## src/rtl/cpu_ctrl_pkg.sv

```systemverilog
`default_nettype none
// ============================================================================
// Module   : cpu_ctrl_pkg
// Brief    : Shared state, opcode and PC-select encodings for the PC sequencer.
// Revision : 1.0 - initial release
// ============================================================================
package cpu_ctrl_pkg;

  typedef enum logic [2:0] {
    ST_INIT = 3'd0,
    ST_IF   = 3'd1,
    ST_ID   = 3'd2,
    ST_EXE  = 3'd3,
    ST_MEM  = 3'd4,
    ST_WB   = 3'd5,
    ST_HALT = 3'd6
  } state_t;

  localparam logic [5:0] OP_RTYPE = 6'b000000;
  localparam logic [5:0] OP_J     = 6'b000010;
  localparam logic [5:0] OP_JAL   = 6'b000011;
  localparam logic [5:0] OP_BEQ   = 6'b000100;
  localparam logic [5:0] OP_BNE   = 6'b000101;
  localparam logic [5:0] OP_ADDI  = 6'b001000;
  localparam logic [5:0] OP_LW    = 6'b100011;
  localparam logic [5:0] OP_SW    = 6'b101011;
  localparam logic [5:0] OP_HALT  = 6'b111111;

  localparam logic [5:0] FUNCT_JR = 6'b001000;

  localparam logic [2:0] PCSEL_PC4 = 3'b000;
  localparam logic [2:0] PCSEL_BR  = 3'b001;
  localparam logic [2:0] PCSEL_JMP = 3'b010;
  localparam logic [2:0] PCSEL_JR  = 3'b011;
  localparam logic [2:0] PCSEL_RST = 3'b100;

  // Exactly one field is set for any opcode/funct pair.
  typedef struct packed {
    logic jump;
    logic jal;
    logic jr;
    logic branch;
    logic alu;
    logic load;
    logic store;
    logic halt;
    logic illegal;
  } instr_class_t;

endpackage
`default_nettype wire

```

## src/rtl/multicycle_pc_ctrl_if.sv

```systemverilog
`default_nettype none
// ============================================================================
// Module   : multicycle_pc_ctrl_if
// Brief    : IR fields in, PC/IR/regfile/memory controls and status out.
// Revision : 1.0 - initial release
// ============================================================================
interface multicycle_pc_ctrl_if;
  logic [5:0]  opcode;
  logic [5:0]  funct;
  logic [2:0]  PCSel;
  logic        bne;
  logic        PCWrite;
  logic        IRWrite;
  logic        RegWrite;
  logic        MemWrite;
  logic [2:0]  state;
  logic        halted;
  logic        illegal;
  logic [31:0] instret;

  // The sequencer is the master: it owns every control and status line.
  modport master (
    input  opcode, funct,
    output PCSel, bne, PCWrite, IRWrite, RegWrite, MemWrite,
    output state, halted, illegal, instret
  );

  modport slave (
    output opcode, funct,
    input  PCSel, bne, PCWrite, IRWrite, RegWrite, MemWrite,
    input  state, halted, illegal, instret
  );
endinterface
`default_nettype wire

```

## src/rtl/multicycle_pc_ctrl_decode.sv

```systemverilog
`default_nettype none
// ============================================================================
// Module   : instr_class_decode
// Brief    : Combinational opcode/funct to one-hot instruction class.
// Revision : 1.0 - initial release
// ============================================================================
module instr_class_decode
  import cpu_ctrl_pkg::*;
(
  input  logic [5:0]   i_opcode,
  input  logic [5:0]   i_funct,
  output instr_class_t o_class
);

  always_comb begin
    o_class = '0;
    case (i_opcode)
      OP_RTYPE: begin
        if (i_funct == FUNCT_JR) o_class.jr  = 1'b1;
        else                     o_class.alu = 1'b1;
      end
      OP_J:           o_class.jump    = 1'b1;
      OP_JAL:         o_class.jal     = 1'b1;
      OP_BEQ, OP_BNE: o_class.branch  = 1'b1;
      OP_ADDI:        o_class.alu     = 1'b1;
      OP_LW:          o_class.load    = 1'b1;
      OP_SW:          o_class.store   = 1'b1;
      OP_HALT:        o_class.halt    = 1'b1;
      default:        o_class.illegal = 1'b1;
    endcase
  end

endmodule
`default_nettype wire

```

## src/rtl/multicycle_pc_ctrl.sv

```systemverilog
`default_nettype none
// ============================================================================
// Module   : multicycle_pc_ctrl
// Brief    : Multi-cycle IF/ID/EXE/MEM/WB sequencer driving the PC unit selects
//            and datapath write enables, with a retired-instruction counter.
// Revision : 1.0 - initial release
// ============================================================================
module multicycle_pc_ctrl
  import cpu_ctrl_pkg::*;
(
  input  logic                 CLK,
  input  logic                 RST,
  multicycle_pc_ctrl_if.master bus
);

  state_t       r_state;
  state_t       w_next;
  logic         r_illegal;
  logic [31:0]  r_instret;
  instr_class_t w_cls;

  logic [2:0]   w_pcsel;
  logic         w_bne;
  logic         w_pcwrite;
  logic         w_irwrite;
  logic         w_regwrite;
  logic         w_memwrite;
  logic         w_retire;
  logic         w_set_illegal;

  instr_class_decode u_decode (
    .i_opcode (bus.opcode),
    .i_funct  (bus.funct),
    .o_class  (w_cls)
  );

  always_ff @(posedge CLK or negedge RST) begin
    if (!RST) begin
      r_state   <= ST_INIT;
      r_illegal <= 1'b0;
      r_instret <= '0;
    end else begin
      r_state   <= w_next;
      r_illegal <= r_illegal | w_set_illegal;
      // Unconditional add keeps the counter free-running with natural wrap.
      r_instret <= r_instret + {31'd0, w_retire};
    end
  end

  always_comb begin
    w_next        = r_state;
    w_pcsel       = PCSEL_PC4;
    w_bne         = 1'b0;
    w_pcwrite     = 1'b0;
    w_irwrite     = 1'b0;
    w_regwrite    = 1'b0;
    w_memwrite    = 1'b0;
    w_retire      = 1'b0;
    w_set_illegal = 1'b0;
    case (r_state)
      ST_INIT: begin
        w_pcsel   = PCSEL_RST;
        w_pcwrite = 1'b1;
        w_next    = ST_IF;
      end
      ST_IF: begin
        w_irwrite = 1'b1;
        w_next    = ST_ID;
      end
      ST_ID: begin
        if (w_cls.jump || w_cls.jal) begin
          w_pcsel    = PCSEL_JMP;
          w_pcwrite  = 1'b1;
          w_regwrite = w_cls.jal;
          w_retire   = 1'b1;
          w_next     = ST_IF;
        end else if (w_cls.jr) begin
          w_pcsel   = PCSEL_JR;
          w_pcwrite = 1'b1;
          w_retire  = 1'b1;
          w_next    = ST_IF;
        end else if (w_cls.halt) begin
          w_retire = 1'b1;
          w_next   = ST_HALT;
        end else if (w_cls.illegal) begin
          w_set_illegal = 1'b1;
          w_next        = ST_HALT;
        end else begin
          w_next = ST_EXE;
        end
      end
      ST_EXE: begin
        if (w_cls.branch) begin
          // The PC unit resolves taken/not-taken from zero; we only pass the sense.
          w_pcsel   = PCSEL_BR;
          w_bne     = bus.opcode[0];
          w_pcwrite = 1'b1;
          w_retire  = 1'b1;
          w_next    = ST_IF;
        end else if (w_cls.load || w_cls.store) begin
          w_next = ST_MEM;
        end else begin
          w_next = ST_WB;
        end
      end
      ST_MEM: begin
        if (w_cls.store) begin
          w_memwrite = 1'b1;
          w_pcwrite  = 1'b1;
          w_retire   = 1'b1;
          w_next     = ST_IF;
        end else begin
          w_next = ST_WB;
        end
      end
      ST_WB: begin
        w_regwrite = 1'b1;
        w_pcwrite  = 1'b1;
        w_retire   = 1'b1;
        w_next     = ST_IF;
      end
      ST_HALT: w_next = ST_HALT;
      default: w_next = ST_INIT;
    endcase
  end

  assign bus.PCSel    = w_pcsel;
  assign bus.bne      = w_bne;
  assign bus.PCWrite  = w_pcwrite;
  assign bus.IRWrite  = w_irwrite;
  assign bus.RegWrite = w_regwrite;
  assign bus.MemWrite = w_memwrite;
  assign bus.state    = r_state;
  assign bus.halted   = (r_state == ST_HALT);
  assign bus.illegal  = r_illegal;
  assign bus.instret  = r_instret;

endmodule
`default_nettype wire
```

## src/flat_wrapper.sv

```systemverilog
// flat-port wrapper written by rule: the top's interface ports become plain ports
module multicycle_pc_ctrl_flat import cpu_ctrl_pkg::*;
  (CLK, RST, bus_opcode, bus_funct, bus_PCSel, bus_bne, bus_PCWrite, bus_IRWrite, bus_RegWrite, bus_MemWrite, bus_state, bus_halted, bus_illegal, bus_instret);
  multicycle_pc_ctrl_if bus_i ();
  input  logic CLK;
  input  logic RST;
  input wire logic [$bits(bus_i.opcode)-1:0] bus_opcode;
  input wire logic [$bits(bus_i.funct)-1:0] bus_funct;
  output wire logic [$bits(bus_i.PCSel)-1:0] bus_PCSel;
  output wire logic [$bits(bus_i.bne)-1:0] bus_bne;
  output wire logic [$bits(bus_i.PCWrite)-1:0] bus_PCWrite;
  output wire logic [$bits(bus_i.IRWrite)-1:0] bus_IRWrite;
  output wire logic [$bits(bus_i.RegWrite)-1:0] bus_RegWrite;
  output wire logic [$bits(bus_i.MemWrite)-1:0] bus_MemWrite;
  output wire logic [$bits(bus_i.state)-1:0] bus_state;
  output wire logic [$bits(bus_i.halted)-1:0] bus_halted;
  output wire logic [$bits(bus_i.illegal)-1:0] bus_illegal;
  output wire logic [$bits(bus_i.instret)-1:0] bus_instret;
  assign bus_i.opcode = bus_opcode;
  assign bus_i.funct = bus_funct;
  assign bus_PCSel = bus_i.PCSel;
  assign bus_bne = bus_i.bne;
  assign bus_PCWrite = bus_i.PCWrite;
  assign bus_IRWrite = bus_i.IRWrite;
  assign bus_RegWrite = bus_i.RegWrite;
  assign bus_MemWrite = bus_i.MemWrite;
  assign bus_state = bus_i.state;
  assign bus_halted = bus_i.halted;
  assign bus_illegal = bus_i.illegal;
  assign bus_instret = bus_i.instret;
  multicycle_pc_ctrl u_core (.CLK(CLK), .RST(RST), .bus(bus_i));
endmodule
```

## config.mk

```make
export PLATFORM = sky130hd
export DESIGN_NAME = multicycle_pc_ctrl_flat
export DESIGN_NICKNAME = d
export VERILOG_FILES = /design/src/rtl/cpu_ctrl_pkg.sv /design/src/rtl/multicycle_pc_ctrl_if.sv /design/src/rtl/multicycle_pc_ctrl_decode.sv /design/src/rtl/multicycle_pc_ctrl.sv /design/src/flat_wrapper.sv
export SDC_FILE = /design/constraint.sdc
export NUM_CORES = 1
export LEC_CHECK = 0
export ABC_CLOCK_PERIOD_IN_PS = 8500
export CORE_UTILIZATION = 40
export CTS_BUF_LIST = sky130_fd_sc_hd__clkbuf_16
export DETAILED_ROUTE_END_ITERATION = 7
export PLACE_DENSITY = 0.67
export SYNTH_ARGS = -nofsm -noshare
export SYNTH_HDL_FRONTEND = slang
export SYNTH_SLANG_ARGS = --single-unit
```

## constraint.sdc

```tcl
create_clock -name CLK -period 8.5 [get_ports CLK]
set_clock_uncertainty 0.2 [all_clocks]
set_input_delay 2.125 -clock CLK [delete_from_list [all_inputs] [get_ports CLK]]
set_output_delay 2.125 -clock CLK [all_outputs]
set_load 0.01 [all_outputs]
```

# Word-level counts from Yosys, hierarchy flattened

Cells that the tools add are included.

Register bits after elaboration: 36
Bits of input ports: 14
Output and inout bits: 45
Logic and storage cells: 67

Add/sub/neg operators: 1
Equal/unequal tests: 15
Muxes and demuxes: 40
Bitwise gates (word level): 1
Reductions and logical operators: 7

Operators by type and width:

| operator           | number |
|---|---|
| $add 32x1->32      | 1 |
| $mux 1             | 27 |
| $mux 3             | 7 |
| $eq 6x6->1 const B | 3 |
| $pmux 3 s6         | 1 |
| $eq 6x2->1 const B | 2 |
| $eq 6x3->1 const B | 2 |
| $eq 6x4->1 const B | 2 |
| $eq 3x3->1 const B | 3 |
| $pmux 3 s3         | 1 |
| $reduce_or 9->1    | 1 |
| $pmux 1 s4         | 2 |
| $eq 3x2->1 const B | 2 |
| $logic_not 6->1    | 1 |
| $reduce_or 2->1    | 2 |
| $eq 3x1->1 const B | 1 |
| $logic_not 3->1    | 1 |
| $logic_or 1x1->1   | 2 |
| $mux 2             | 1 |
| $pmux 1 s2         | 1 |
| $or 1x1->1         | 1 |

# Longest topological paths before layout

Depth after elaboration: 8
Gate-level depth with buffers: 12
Mapped depth without buffers: 11

# Cells and area by module

From an unflattened synthesis, not the netlist that was laid out.

Cell total of the unflattened synthesis: 191
Area, all modules: 1926.8 um^2

Modules (own cells, without submodules):

| module             | times used | cells an instance | area each (um^2) | sequential area each (um^2) |
|---|---|---|---|---|
| multicycle_pc_ctrl | 1          | 168               | 1769.2           | 900.9 |
| instr_class_decode | 1          | 23                | 157.7            | 0.0 |

# Worst setup path before layout

Ideal clock, no wire load.

Path type: input port to output port
From: in bus_funct[2]
To: out bus_PCWrite
Arrival time: 3.408 ns
Data required time: 6.175 ns
Slack: 2.767 ns
Stages on the path: 5
Path buffers: 0
Cells stage by stage: or4b_1 > nor4_2 > o21ai_1 > or3_4 > nand3b_1

Word-level cells in the longest chain between the ends: 6

RTL lines:

| what               | RTL line                        | RTL |
|---|---|---|
| start: declaration | flat_wrapper.sv:8               | `input wire logic [$bits(bus_i.funct)-1:0] bus_funct;` |
| $eq 6x4->1         | multicycle_pc_ctrl_decode.sv:19 | `if (i_funct == FUNCT_JR) o_class.jr = 1'b1;` |
| $mux 1             | multicycle_pc_ctrl_decode.sv:19 |  |
| $mux 1             | multicycle_pc_ctrl_decode.sv:17 | `case (i_opcode)` |
| $mux 1             | multicycle_pc_ctrl.sv:77        | `end else if (w_cls.jr) begin` |
| $mux 1             | multicycle_pc_ctrl.sv:71        | `if (w_cls.jump \|\| w_cls.jal) begin` |
| $pmux 1 s4         | multicycle_pc_ctrl.sv:60        | `case (r_state)` |
| end: declaration   | flat_wrapper.sv:11              | `output wire logic [$bits(bus_i.PCWrite)-1:0] bus_PCWrite;` |

Every way passes these cells.

# Worst setup path in the final report

From: in bus_opcode[2]
To: out bus_PCWrite

Word-level cells in the longest chain between the ends: 5
Elaborated cells on any way between the ends: 18
Those cells by class: 5 x eq/ne; 10 x mux; 3 x reduce/logical

RTL lines:

| what                                             | RTL line                                           | RTL |
|---|---|---|
| start: declaration                               | flat_wrapper.sv:7                                  | `input wire logic [$bits(bus_i.opcode)-1:0] bus_opcode;` |
| $eq 6x3->1, or another cell as far along         | multicycle_pc_ctrl_decode.sv:17                    |  |
| $reduce_or 2->1 / $mux 1 (equally long branches) | multicycle_pc_ctrl_decode.sv:17                    |  |
| $mux 1, or another cell as far along             | multicycle_pc_ctrl_decode.sv:17                    |  |
| $mux 1, on equally long branches                 | multicycle_pc_ctrl.sv:93, multicycle_pc_ctrl.sv:71 |  |
| $pmux 1 s4 *                                     | multicycle_pc_ctrl.sv:60                           |  |

Mark *: on every way between the ends. The rest lies on a longest branch, timed or not.

==> key figures <==
Status
  • Outcome: finished clean

Min path
  • HP Start: u_core.bus.instret[31]$_DFF_PN0_
  • HP Class: reg2reg
  • Hold EP: u_core.bus.instret[31]$_DFF_PN0_
  • Hold path cells: 1

Timing
  • Setup TNS: 0 ps
  • Final hold vios: 0
  • Actual slew at the worst max-slew pin: 655 ps
  • Post-route clock period utilization: 79.8%
  • RSZ-0062 raised after global routing: false
  • Max Clk Rate: 147 MHz
  • Min Tclk post-route: 6780 ps
  • # setup viols final: 0
  • Fin worst setup slack: 1720 ps
  • Slew headroom: between 50% and 60%
  • Max-slew violations: 0

Synthesis
  • Synthesized area: 1810 µm²
  • Syn nets: 181
  • Top post-synthesis cells by area: dfrtp_1 50%, xnor2_1 11%, nand3_1 3.9%
  • Syn_area_per_cell: 10.9 µm²
  • Number of synthesized flops with an enable pin: 0
  • Yosys cell types: 42
  • Mux contribution to synthesized area: 0%
  • Post-synthesis xor/xnor area fraction: 15.0%
  • Largest family of logic cells by synthesized area: simple AND/OR/NAND/NOR gates
  • Simple-gate share of the synthesized area: between 20% and 30%
  • Yosys Warn Count: 0
  • Synth Flop Type: dfrtp_1
  • Synth Area in Compound Gates: 6.02%
  • Synth top area share: 49.9%
  • Sequential fraction of the synthesis area: 49.9%
  • Cells after Synth: 165
  • Largest area contributor in the netlist: dfrtp_1
  • Adder-cell share of the synthesized area: between 1 and 1.5%
  • Most frequent cell after synthesis: dfrtp_1
  • #FFs+latches synth: 36
  • Synth top cells by count: 36 x dfrtp_1, 23 x xnor2_1, 14 x nand2_1, 14 x nand3_1
  • Asr flop ratio synth: 100%

Clocking
  • CTS buffer count: 5
  • Post-CTS setup buffer count: 0
  • Clock Sinks: 36
  • Post-cts hold buffer count: 0
  • Root Buffer Master: clkbuf_16
  • TritonCTS clock tree: done
  • CTS resizes: 0
  • Worst-path clk slew: 50 ps
  • H-tree Lvls: 2
  • Clk Latency, worst-skew pair: 270 ps
  • Clock buffer depth: 2

Floorplanning
  • Die Y: approximately 69 µm
  • Die area: 4790 µm²
  • Starting Density: 41.5%
  • Num rows: 24
  • Die Wd: 69.2 µm
  • IO Pins: 59
  • Core area: 4350 µm²

Critical path
  • Worst Setup End Kind: output port
  • CP cell instances: clkdlybuf4s50_1, nor4_1, o21ai_1, or3_4, nand3b_1, clkdlybuf4s50_1
  • WP buf/inv: 2
  • WS Path Type: in2out
  • R2R Path End: u_core.bus.instret[25]$_DFF_PN0_
  • Max incr delay on CP: ~640 ps
  • Most frequent CP cell: clkdlybuf4s50_1
  • CP max FO: 6
  • CP max-delay cell: nor4_1
  • R2r setup slk: 5360 ps
  • Critical Path RT: just over 6000 ps
  • CP Data Arrival Time: roughly 4500 ps
  • CP Launch Type: input port
  • CP delay by family, top: simple AND/OR/NAND/NOR gates
  • R2r startpoint: u_core.bus.state[0]$_DFF_PN0_
  • R2R cell count: 10

Route
  • DRC viols: 0
  • DRT iter0 DRCs: 64
  • Vias/cell: 5.14
  • Initial DRT Pass Iterations: 4
  • WL final: roughly 3.8 mm
  • Final ANT Viol Nets: 0
  • DR WL/cell: about 14 µm
  • Vias: 1434

Cells and area
  • Final Util: between 50% and 60%
  • Register area: 901 µm²
  • Synthesis-to-layout area growth: 42.7%
  • Layout cells sized above 1: 5.73%
  • Fill count: 350
  • Area of the multi-input gates: about 850 µm²
  • Antenna Cells: 0
  • Final nets: 242

GRT
  • Global-route wire length before repair: roughly 6.4 mm
  • Gr usage total: 16.5%
  • Vias in the first global route: about 1400
  • Antenna violations before repair: 0
  • Pin count of the biggest net entering global routing: 37
  • Grt ovf: 0

Power and ir drop
  • Worst VDD drop: between 100 and 150 µV
  • Pwr/cell area: 226 nW/µm²
  • Static leakage: 1.12 nW

Placed design
  • Number of buffers added on ports: 58
  • Hpwl dp: ~2.8 mm
  • Final RePlAce weighted congestion: around 0.85
  • Pre-CTS WS: about 1700 ps

Job
  • Max_cap viols: 0
-- cells in the final DEF, fill, tap and decap left out, types with 2 or more instances in the layout --
master,n
a32oi_1,2
and2_1,2
and3_1,4
and4_1,3
clkbuf_16,5
clkdlybuf4s50_1,58
clkinv_1,2
dfrtp_1,36
ha_1,2
inv_1,4
nand2_1,14
nand2b_1,2
nand3_1,14
nand4_1,8
nor2_1,8
nor2b_1,3
nor3_1,3
o21ai_0,2
o22ai_1,2
xnor2_1,23
xor2_1,8
-- routing by layer --
metal | GRT usage, % | share of wire, % | vias up
li1 | - | - | 707
met1 | 20.1 | 46 | 687
met2 | 29.2 | 51 | 38
met3 | 3.05 | 2.4 | 2
met4 | 5.44 | 0.89 | 0
met5 | 0 | 0 | -
-- how the worst max path moves through the flow --
stage / from / endpoint / slack [ps] / depth (start not counted)
3_5_place_dp: bus_opcode[2] / bus_PCWrite / 1740 / 6
6_report: bus_opcode[2] / bus_PCWrite / 1720 / 6
3_3_place_gp: bus_funct[2] / bus_PCWrite / 1860 / 7
4_1_cts: bus_opcode[2] / bus_PCWrite / 1740 / 6
2_1_floorplan: bus_funct[2] / bus_PCWrite / 2770 / 5
5_1_grt: bus_opcode[1] / bus_PCWrite / 1550 / 7
-- state kept, by name (all words and copies together) (netlist names) --
signal	cells
u_core.bus.state	3
u_core.bus.illegal	1
u_core.bus.instret	32
-- logic make-up after synthesis --
logic type	Yosys count
AOI/OAI and AO/OA	15
xor gates and xnor gates	31
adders and majority gates	2
buffers and inverters	9
DFF	36
and+or+nand+nor	72
-- area by class of cell --
type                       instances  area share, %
sequential                        36           35.0
multi-input combinational        120           32.8
timing repair buffer              59           22.8
clock buffer                       5           4.85
tap                               52           2.52
clock inverter                     3           1.46
inverter                           4          0.583
-- through the flow --
stage | area, µm² | hold slack, ps | cells | total power [W]
after floorplan | 1810 | 306 | 165 | 0.000307
after global placement | 2410 | 260 | 271 | 0.000381
after detailed placement | 2410 | 259 | 271 | 0.000385
after CTS | 2580 | 285 | 279 | 0.000589
after global routing | 2580 | 292 | 279 | 0.000612
final | 2580 | 278 | 279 | 0.000582
-- power breakdown --
part | total, W | switching (W) | leakage, nW | internal (W)
registers | 0.000226 | 0.0000347 | 0.484 | 0.000192
clock network | 0.000198 | 0.0000618 | 0.0789 | 0.000136
logic | 0.000158 | 0.0000708 | 0.556 | 0.0000874
Note: power is estimated with default switching activity, not from simulation.
